## src/rtl/fazyrv_timer_pkg.sv

```systemverilog
// Shared constants for the FazyRV Wishbone machine timer: register word
// offsets, CTRL bit positions, prescaler width and a byte-lane merge helper.
package fazyrv_timer_pkg;

  localparam int DATA_W  = 32;
  localparam int PRESC_W = 16;

  localparam logic [2:0] MTIME_LO    = 3'd0;
  localparam logic [2:0] MTIME_HI    = 3'd1;
  localparam logic [2:0] MTIMECMP_LO = 3'd2;
  localparam logic [2:0] MTIMECMP_HI = 3'd3;
  localparam logic [2:0] CTRL        = 3'd4;
  localparam logic [2:0] PRESC       = 3'd5;

  localparam int CTRL_EN    = 0;
  localparam int CTRL_IRQEN = 1;

  // Replace only the byte lanes selected by be; other lanes keep cur.
  function automatic logic [DATA_W-1:0] be_merge(input logic [DATA_W-1:0]   cur,
                                                 input logic [DATA_W-1:0]   wdat,
                                                 input logic [DATA_W/8-1:0] be);
    logic [DATA_W-1:0] r;
    r = cur;
    for (int i = 0; i < DATA_W/8; i++) begin
      if (be[i]) r[i*8 +: 8] = wdat[i*8 +: 8];
    end
    return r;
  endfunction

endpackage

```

## src/rtl/fazyrv_timer_presc.sv

```systemverilog
// Prescaler for the machine timer: counts 0..presc_i and issues one tick per
// wrap. Only instantiated when FAZYRV_TIMER_PRESC_EN is defined.
module fazyrv_timer_presc
  import fazyrv_timer_pkg::*;
(
  input  logic               clk_i,
  input  logic               rst_in,
  input  logic               en_i,
  input  logic               clr_i,
  input  logic [PRESC_W-1:0] presc_i,
  output logic               tick_o
);

  logic [PRESC_W-1:0] cnt;

  // >= keeps the counter from running away if it ever sits above presc_i
  assign tick_o = en_i & (cnt >= presc_i);

  always_ff @(posedge clk_i or negedge rst_in) begin
    if (!rst_in) begin
      cnt <= '0;
    end else if (clr_i) begin
      cnt <= '0;
    end else if (en_i) begin
      cnt <= tick_o ? '0 : cnt + PRESC_W'(1);
    end
  end

endmodule

```

## src/rtl/fazyrv_wb_timer.sv

```systemverilog
// Wishbone classic machine timer (mtime/mtimecmp) driving the FazyRV timer irq.
// Optional prescaler register enabled by defining FAZYRV_TIMER_PRESC_EN.
module fazyrv_wb_timer
  import fazyrv_timer_pkg::*;
#(
  parameter logic [63:0] CMP_RST = 64'hFFFF_FFFF_FFFF_FFFF,
  parameter logic        EN_RST  = 1'b0
) (
  input  logic              clk_i,
  input  logic              rst_in,
  input  logic              wb_cyc_i,
  input  logic              wb_stb_i,
  input  logic              wb_we_i,
  input  logic [3:0]        wb_be_i,
  input  logic [31:0]       wb_adr_i,
  input  logic [DATA_W-1:0] wb_dat_i,
  output logic [DATA_W-1:0] wb_dat_o,
  output logic              wb_ack_o,
  output logic              tirq_o
);

  logic [63:0]       mtime, mtime_inc, mtime_nxt;
  logic [63:0]       mtimecmp;
  logic [1:0]        ctrl_r;
  logic [31:0]       shadow;
  logic [DATA_W-1:0] rdata;
  logic [2:0]        word;
  logic              accept, wr, rd, wr_mt, tick;
  logic              unused_adr;

  assign word       = wb_adr_i[4:2];
  assign unused_adr = ^{wb_adr_i[31:5], wb_adr_i[1:0]};
  assign accept     = wb_cyc_i & wb_stb_i & ~wb_ack_o;
  assign wr         = accept & wb_we_i;
  assign rd         = accept & ~wb_we_i;
  assign wr_mt      = wr & (|wb_be_i);

`ifdef FAZYRV_TIMER_PRESC_EN
  logic [PRESC_W-1:0] presc_r;

  fazyrv_timer_presc u_presc (
    .clk_i   (clk_i),
    .rst_in  (rst_in),
    .en_i    (ctrl_r[CTRL_EN]),
    .clr_i   (wr && (word == PRESC)),
    .presc_i (presc_r),
    .tick_o  (tick)
  );

  always_ff @(posedge clk_i or negedge rst_in) begin
    if (!rst_in) begin
      presc_r <= '0;
    end else if (wr && (word == PRESC)) begin
      if (wb_be_i[0]) presc_r[7:0]  <= wb_dat_i[7:0];
      if (wb_be_i[1]) presc_r[15:8] <= wb_dat_i[15:8];
    end
  end
`else
  assign tick = ctrl_r[CTRL_EN];
`endif

  // A software write to one half wins over the tick for that half and
  // suppresses the LO->HI carry; a HI write still lets LO count.
  always_comb begin
    mtime_inc = mtime + 64'd1;
    mtime_nxt = tick ? mtime_inc : mtime;
    if (wr_mt && (word == MTIME_LO)) begin
      mtime_nxt = {mtime[63:32], be_merge(mtime[31:0], wb_dat_i, wb_be_i)};
    end else if (wr_mt && (word == MTIME_HI)) begin
      mtime_nxt = {be_merge(mtime[63:32], wb_dat_i, wb_be_i),
                   tick ? mtime_inc[31:0] : mtime[31:0]};
    end
  end

  always_comb begin
    rdata = '0;
    case (word)
      MTIME_LO:    rdata = mtime[31:0];
      MTIME_HI:    rdata = shadow;
      MTIMECMP_LO: rdata = mtimecmp[31:0];
      MTIMECMP_HI: rdata = mtimecmp[63:32];
      CTRL:        rdata = {30'b0, ctrl_r};
`ifdef FAZYRV_TIMER_PRESC_EN
      PRESC:       rdata = {{(DATA_W-PRESC_W){1'b0}}, presc_r};
`endif
      default:     rdata = '0;
    endcase
  end

  always_ff @(posedge clk_i or negedge rst_in) begin
    if (!rst_in) begin
      mtime    <= '0;
      mtimecmp <= CMP_RST;
      ctrl_r   <= {1'b0, EN_RST};
      shadow   <= '0;
      wb_ack_o <= 1'b0;
      wb_dat_o <= '0;
      tirq_o   <= 1'b0;
    end else begin
      wb_ack_o <= accept;
      wb_dat_o <= rd ? rdata : '0;
      tirq_o   <= ctrl_r[CTRL_IRQEN] & (mtime >= mtimecmp);
      mtime    <= mtime_nxt;
      // LO read latches HI so a following HI read is coherent
      if (rd && (word == MTIME_LO)) shadow <= mtime[63:32];
      if (wr) begin
        case (word)
          MTIMECMP_LO: mtimecmp[31:0]  <= be_merge(mtimecmp[31:0], wb_dat_i, wb_be_i);
          MTIMECMP_HI: mtimecmp[63:32] <= be_merge(mtimecmp[63:32], wb_dat_i, wb_be_i);
          CTRL:        if (wb_be_i[0]) ctrl_r <= wb_dat_i[1:0];
          default:     ;
        endcase
      end
    end
  end

endmodule

```

## config.mk

```make
export PLATFORM = sky130hd
export DESIGN_NAME = fazyrv_wb_timer
export DESIGN_NICKNAME = d
export VERILOG_FILES = /design/src/rtl/fazyrv_timer_pkg.sv /design/src/rtl/fazyrv_timer_presc.sv /design/src/rtl/fazyrv_wb_timer.sv
export SDC_FILE = /design/constraint.sdc
export NUM_CORES = 1
export LEC_CHECK = 0
export CAP_MARGIN = 40
export CORE_MARGIN = 2
export CORE_UTILIZATION = 56
export DETAILED_ROUTE_END_ITERATION = 16
export PLACE_DENSITY = 0.78
export REMOVE_ABC_BUFFERS = 1
export SKIP_LAST_GASP = 1
export SYNTH_ARGS = -nofsm -noshare
export SYNTH_HDL_FRONTEND = slang
export SYNTH_SLANG_ARGS = --single-unit
```

## constraint.sdc

```tcl
create_clock -name clk_i -period 3.92 [get_ports clk_i]
set_input_delay 0.588 -clock clk_i [delete_from_list [all_inputs] [get_ports clk_i]]
set_output_delay 0.588 -clock clk_i [all_outputs]
set_load 0.01 [all_outputs]
```

==> results.md <==
* Status: finished clean
* Endpoints failing hold at 0
* First-pass detailed-route iteration total at 7
* Worst path arrival time at 3.41 ns
* DR vias/cell at 6.46
* H-tree depth at 4
* Psw at 1.55 mW
* Final core utilization at 0.658
* Setup bufs post-CTS at 0
* WL final at 29.8 mm
* Post-cts gate resize count at 0
* HPWL after detailed placement at 21.0 mm
* Pleak at 5.38 nW
* Seq/Total Area, Yosys at 0.452
* P_int at 3.70 mW
* Std-Cell Rows at 51
* Die Footprint at 20,800 um^2
* Netlist Area Pre-Place at 11,000 um^2
* Final Cell Area at 12,800 um^2
* Clock root buffer: clkbuf_16
* Buffers on Ports at 77
* Synthesized instance count at 1,107
* Post-Route Skew at 0.00821 ns
* DRC viols at 0
* Number of synthesized flops with an enable pin at 0
* Largest net degree at the start of global routing at 93
* Setup crit end kind: flip-flop
* Routed WL per cell at 20.3 um
* Final setup viols at 0
* FF-to-FF path depth at 9
* Fmax at 329 MHz
* Max clock buf depth at 2
* Clock net sink count at 196
* Gate power share at 0.190
* Sw Share at 0.295
* Total Nets Final at 1,324
* Vias in the first global route at 8,899
* Slew Viols, Final at 0
* Synth warnings at 0
* Main flop type after synthesis: dfrtp_1
* Core Box Area at 19,400 um^2
* Later-pin clock latency in the skew report at 0.44 ns
* Area post-placement at 12,200 um^2
* Number of max-cap violations at 0
* Max-slew headroom at 0.576
* Gr usage total at 0.296
* Capture point of the worst reg-to-reg path: tirq_o$_DFF_PN0_
* Final cell count without fillers at 1,464
* #FFs+latches synth at 196
* DP Cell Count at 1,432
* Worst-margin pin slew at 0.636 ns
* Die W at 144 um
* GRT overflow at 0
* R2r startpoint: mtimecmp[38]$_DFFE_PN1P_
* CTS Hold Buffers Added at 0
* Critical path class: reg -> reg
* CTS clk-pin slew, worst paths at 0.07 ns
* Reg-to-reg setup timing slack at 0.88 ns
* Via count at 9,451
* HP Class: in -> async
* Fill count at 1,574
* CTS tree: done
* Max VDD drop at 310 uV
* Register share of total power at 0.479
* RSZ-0062 raised after global routing: false
* Dpl ws at 0.710 ns
* Post-route ant nets at 0
* First-pass GRT wire length at 47.3 mm
* Final Cycle Share at 0.776
* Cell variety after synth at 68
* Initial antenna violation count at 0
* Final Power at 5.25 mW
* Worst-path maximum fanout at 3
* Min Tclk post-route at 3.04 ns
* Critical Path RT at 4.29 ns
* Startpoint Class: flip-flop
* Die Y at 144 um
* I/O pins at 107
* Area growth, synth to finish at 15.7%
* N_diodes at 0
* CTS Buf Count at 17
* Initial Util at 0.569
* PD cells at 411 nW/um^2
* Routability Congestion at 0.929
* Setup ws final at 0.877 ns
* Mapped Avg Cell Area at 9.97 um^2
* Clock power share at 0.330
* Fraction of registers with async set/reset at 1.00
* Initial DRC Count at 908
* Share of layout cells above drive strength 1 at 0.204
cell type report:
cell class / count / area (um^2) / share of cell area
Timing Repair Buffer: 104 / 990 / 0.0775
Multi-Input combinational cell: 796 / 5620 / 0.440
Inverter: 71 / 267 / 0.0209
Sequential cell: 196 / 4980 / 0.391
Tap cell: 265 / 332 / 0.0260
Clock buffer: 23 / 468 / 0.0367
Clock inverter: 9 / 104 / 0.00814
state kept, by name, indices dropped and copies added, names as in the netlist:
| name | count |
|---|---|
| wb_dat_o | 32 |
| wb_ack_o | 1 |
| mtimecmp | 64 |
| shadow | 32 |
| tirq_o | 1 |
| ctrl_r | 2 |
| mtime | 64 |
routing by layer:
metal  routed length, um  track usage  vias up
met2               13800        0.461      433
met4                1020        0.115        0
met1               12800        0.417     4663
met5                   0            0        -
li1                    -            -     4266
met3                2170       0.0480       89
power groups by stage:
stage | Combinational [mW] | Sequential (mW) | Clock (mW)
2_1_floorplan | 0.647 | 2.47 | 0
3_3_place_gp | 0.949 | 2.53 | 0
3_5_place_dp | 0.981 | 2.54 | 0
4_1_cts | 0.994 | 2.51 | 1.75
5_1_grt | 1.12 | 2.55 | 1.84
6_report | 0.999 | 2.52 | 1.74
cell usage after synthesis, types with 2 or more instances:
library cell / number / area share
dfrtp_1: 132 / 0.30
a21oi_1: 110 / 0.050
mux2_2: 98 / 0.10
nand2_1: 97 / 0.033
inv_1: 71 / 0.024
ha_1: 65 / 0.074
a22oi_1: 64 / 0.044
dfstp_2: 64 / 0.15
nor2_1: 60 / 0.020
nand3_1: 43 / 0.020
o21ai_0: 39 / 0.018
clkbuf_1: 33 / 0.011
nand4_1: 20 / 0.011
nor3_1: 19 / 0.0086
o22ai_1: 16 / 0.0091
a21o_1: 15 / 0.010
a211oi_1: 14 / 0.0095
a31oi_1: 13 / 0.0074
and3_1: 10 / 0.0057
and2_1: 8 / 0.0045
and4_1: 8 / 0.0064
buf_2: 7 / 0.0032
o211ai_1: 7 / 0.0048
o32ai_1: 7 / 0.0056
a31o_2: 6 / 0.0048
or3_1: 6 / 0.0034
nor3b_1: 5 / 0.0034
o22a_1: 5 / 0.0040
nand2b_1: 4 / 0.0023
nor2b_1: 4 / 0.0023
nor3_2: 4 / 0.0036
buf_4: 3 / 0.0020
nor4_1: 3 / 0.0017
a221oi_1: 2 / 0.0016
a22o_1: 2 / 0.0016
a2bb2oi_1: 2 / 0.0016
mux2i_1: 2 / 0.0018
nand4_2: 2 / 0.0023
nand4b_1: 2 / 0.0016
nor2_2: 2 / 0.0011
nor4_4: 2 / 0.0039
o21a_1: 2 / 0.0014
o311ai_0: 2 / 0.0016
o31ai_1: 2 / 0.0014
o41ai_1: 2 / 0.0016
critical path: stages, from the launching register on:
cell      delay, ns
dfstp_2        0.55
inv_1          0.04
ha_1           0.31
nand4_1        0.26
nor4_1         0.59
nand2_1        0.21
o211ai_1       0.24
a21oi_1        0.07
o31ai_1        0.51
a21o_1         0.20
through the flow:
step	TNS, ns	hold WS [ns]
final	0	0.112
after global routing	0	0.145
after CTS	0	0.131
after detailed placement	0	0.481
after global placement	0	0.473
after floorplan	-11.47	0.292
how the worst max path moves through the flow:
stage	slack, ns	endpoint	cells past startpoint	start
after floorplan	-0.35	shadow[0]$_DFFE_PN0P_	3	wb_adr_i[3]
after global placement	0.74	mtime[34]$_DFFE_PN0P_	7	wb_be_i[3]
after detailed placement	0.71	mtime[34]$_DFFE_PN0P_	7	wb_be_i[3]
after CTS	0.92	tirq_o$_DFF_PN0_	9	mtimecmp[38]$_DFFE_PN1P_
after global routing	0.74	tirq_o$_DFF_PN0_	9	mtimecmp[38]$_DFFE_PN1P_
final	0.88	tirq_o$_DFF_PN0_	9	mtimecmp[38]$_DFFE_PN1P_
logic make-up (layout without fill, tap and decap cells):
| kind of cell | after synthesis | after routing | synth area share |
|---|---|---|---|
| and+or+nand+nor | 308 | 308 | 0.143 |
| muxes | 100 | 100 | 0.102 |
| adders and majority gates | 65 | 65 | 0.0737 |
| xor gates and xnor gates | 1 | 1 | 0.000794 |
| DFF | 196 | 196 | 0.452 |
| buffers and inverters | 115 | 207 | 0.0409 |
| AOI/OAI and AO/OA | 322 | 322 | 0.187 |
layout by cell type, fill, tap and decap left out, types with 3 or more instances in the layout:
master / instances
nor2b_1: 4
nor4_1: 3
o22a_1: 5
a211oi_1: 14
and2_1: 8
o32ai_1: 7
nor3_2: 5
nor2_1: 60
nor3b_1: 3
and4_1: 8
a22oi_1: 64
clkinv_2: 4
clkbuf_1: 4
nor3_1: 18
clkbuf_16: 17
a21o_1: 15
a31oi_1: 13
nand3_1: 43
dfrtp_1: 132
buf_4: 26
o21ai_0: 39
clkbuf_8: 3
o22ai_1: 16
inv_1: 71
ha_1: 65
o211ai_1: 7
nand4_1: 20
or3_1: 6
and3_1: 10
a31o_2: 6
nand2_1: 96
dfstp_2: 64
a21oi_1: 110
nand2b_1: 4
mux2_2: 98
clkdlybuf4s50_1: 76
Power figures use the tool's default switching activity.
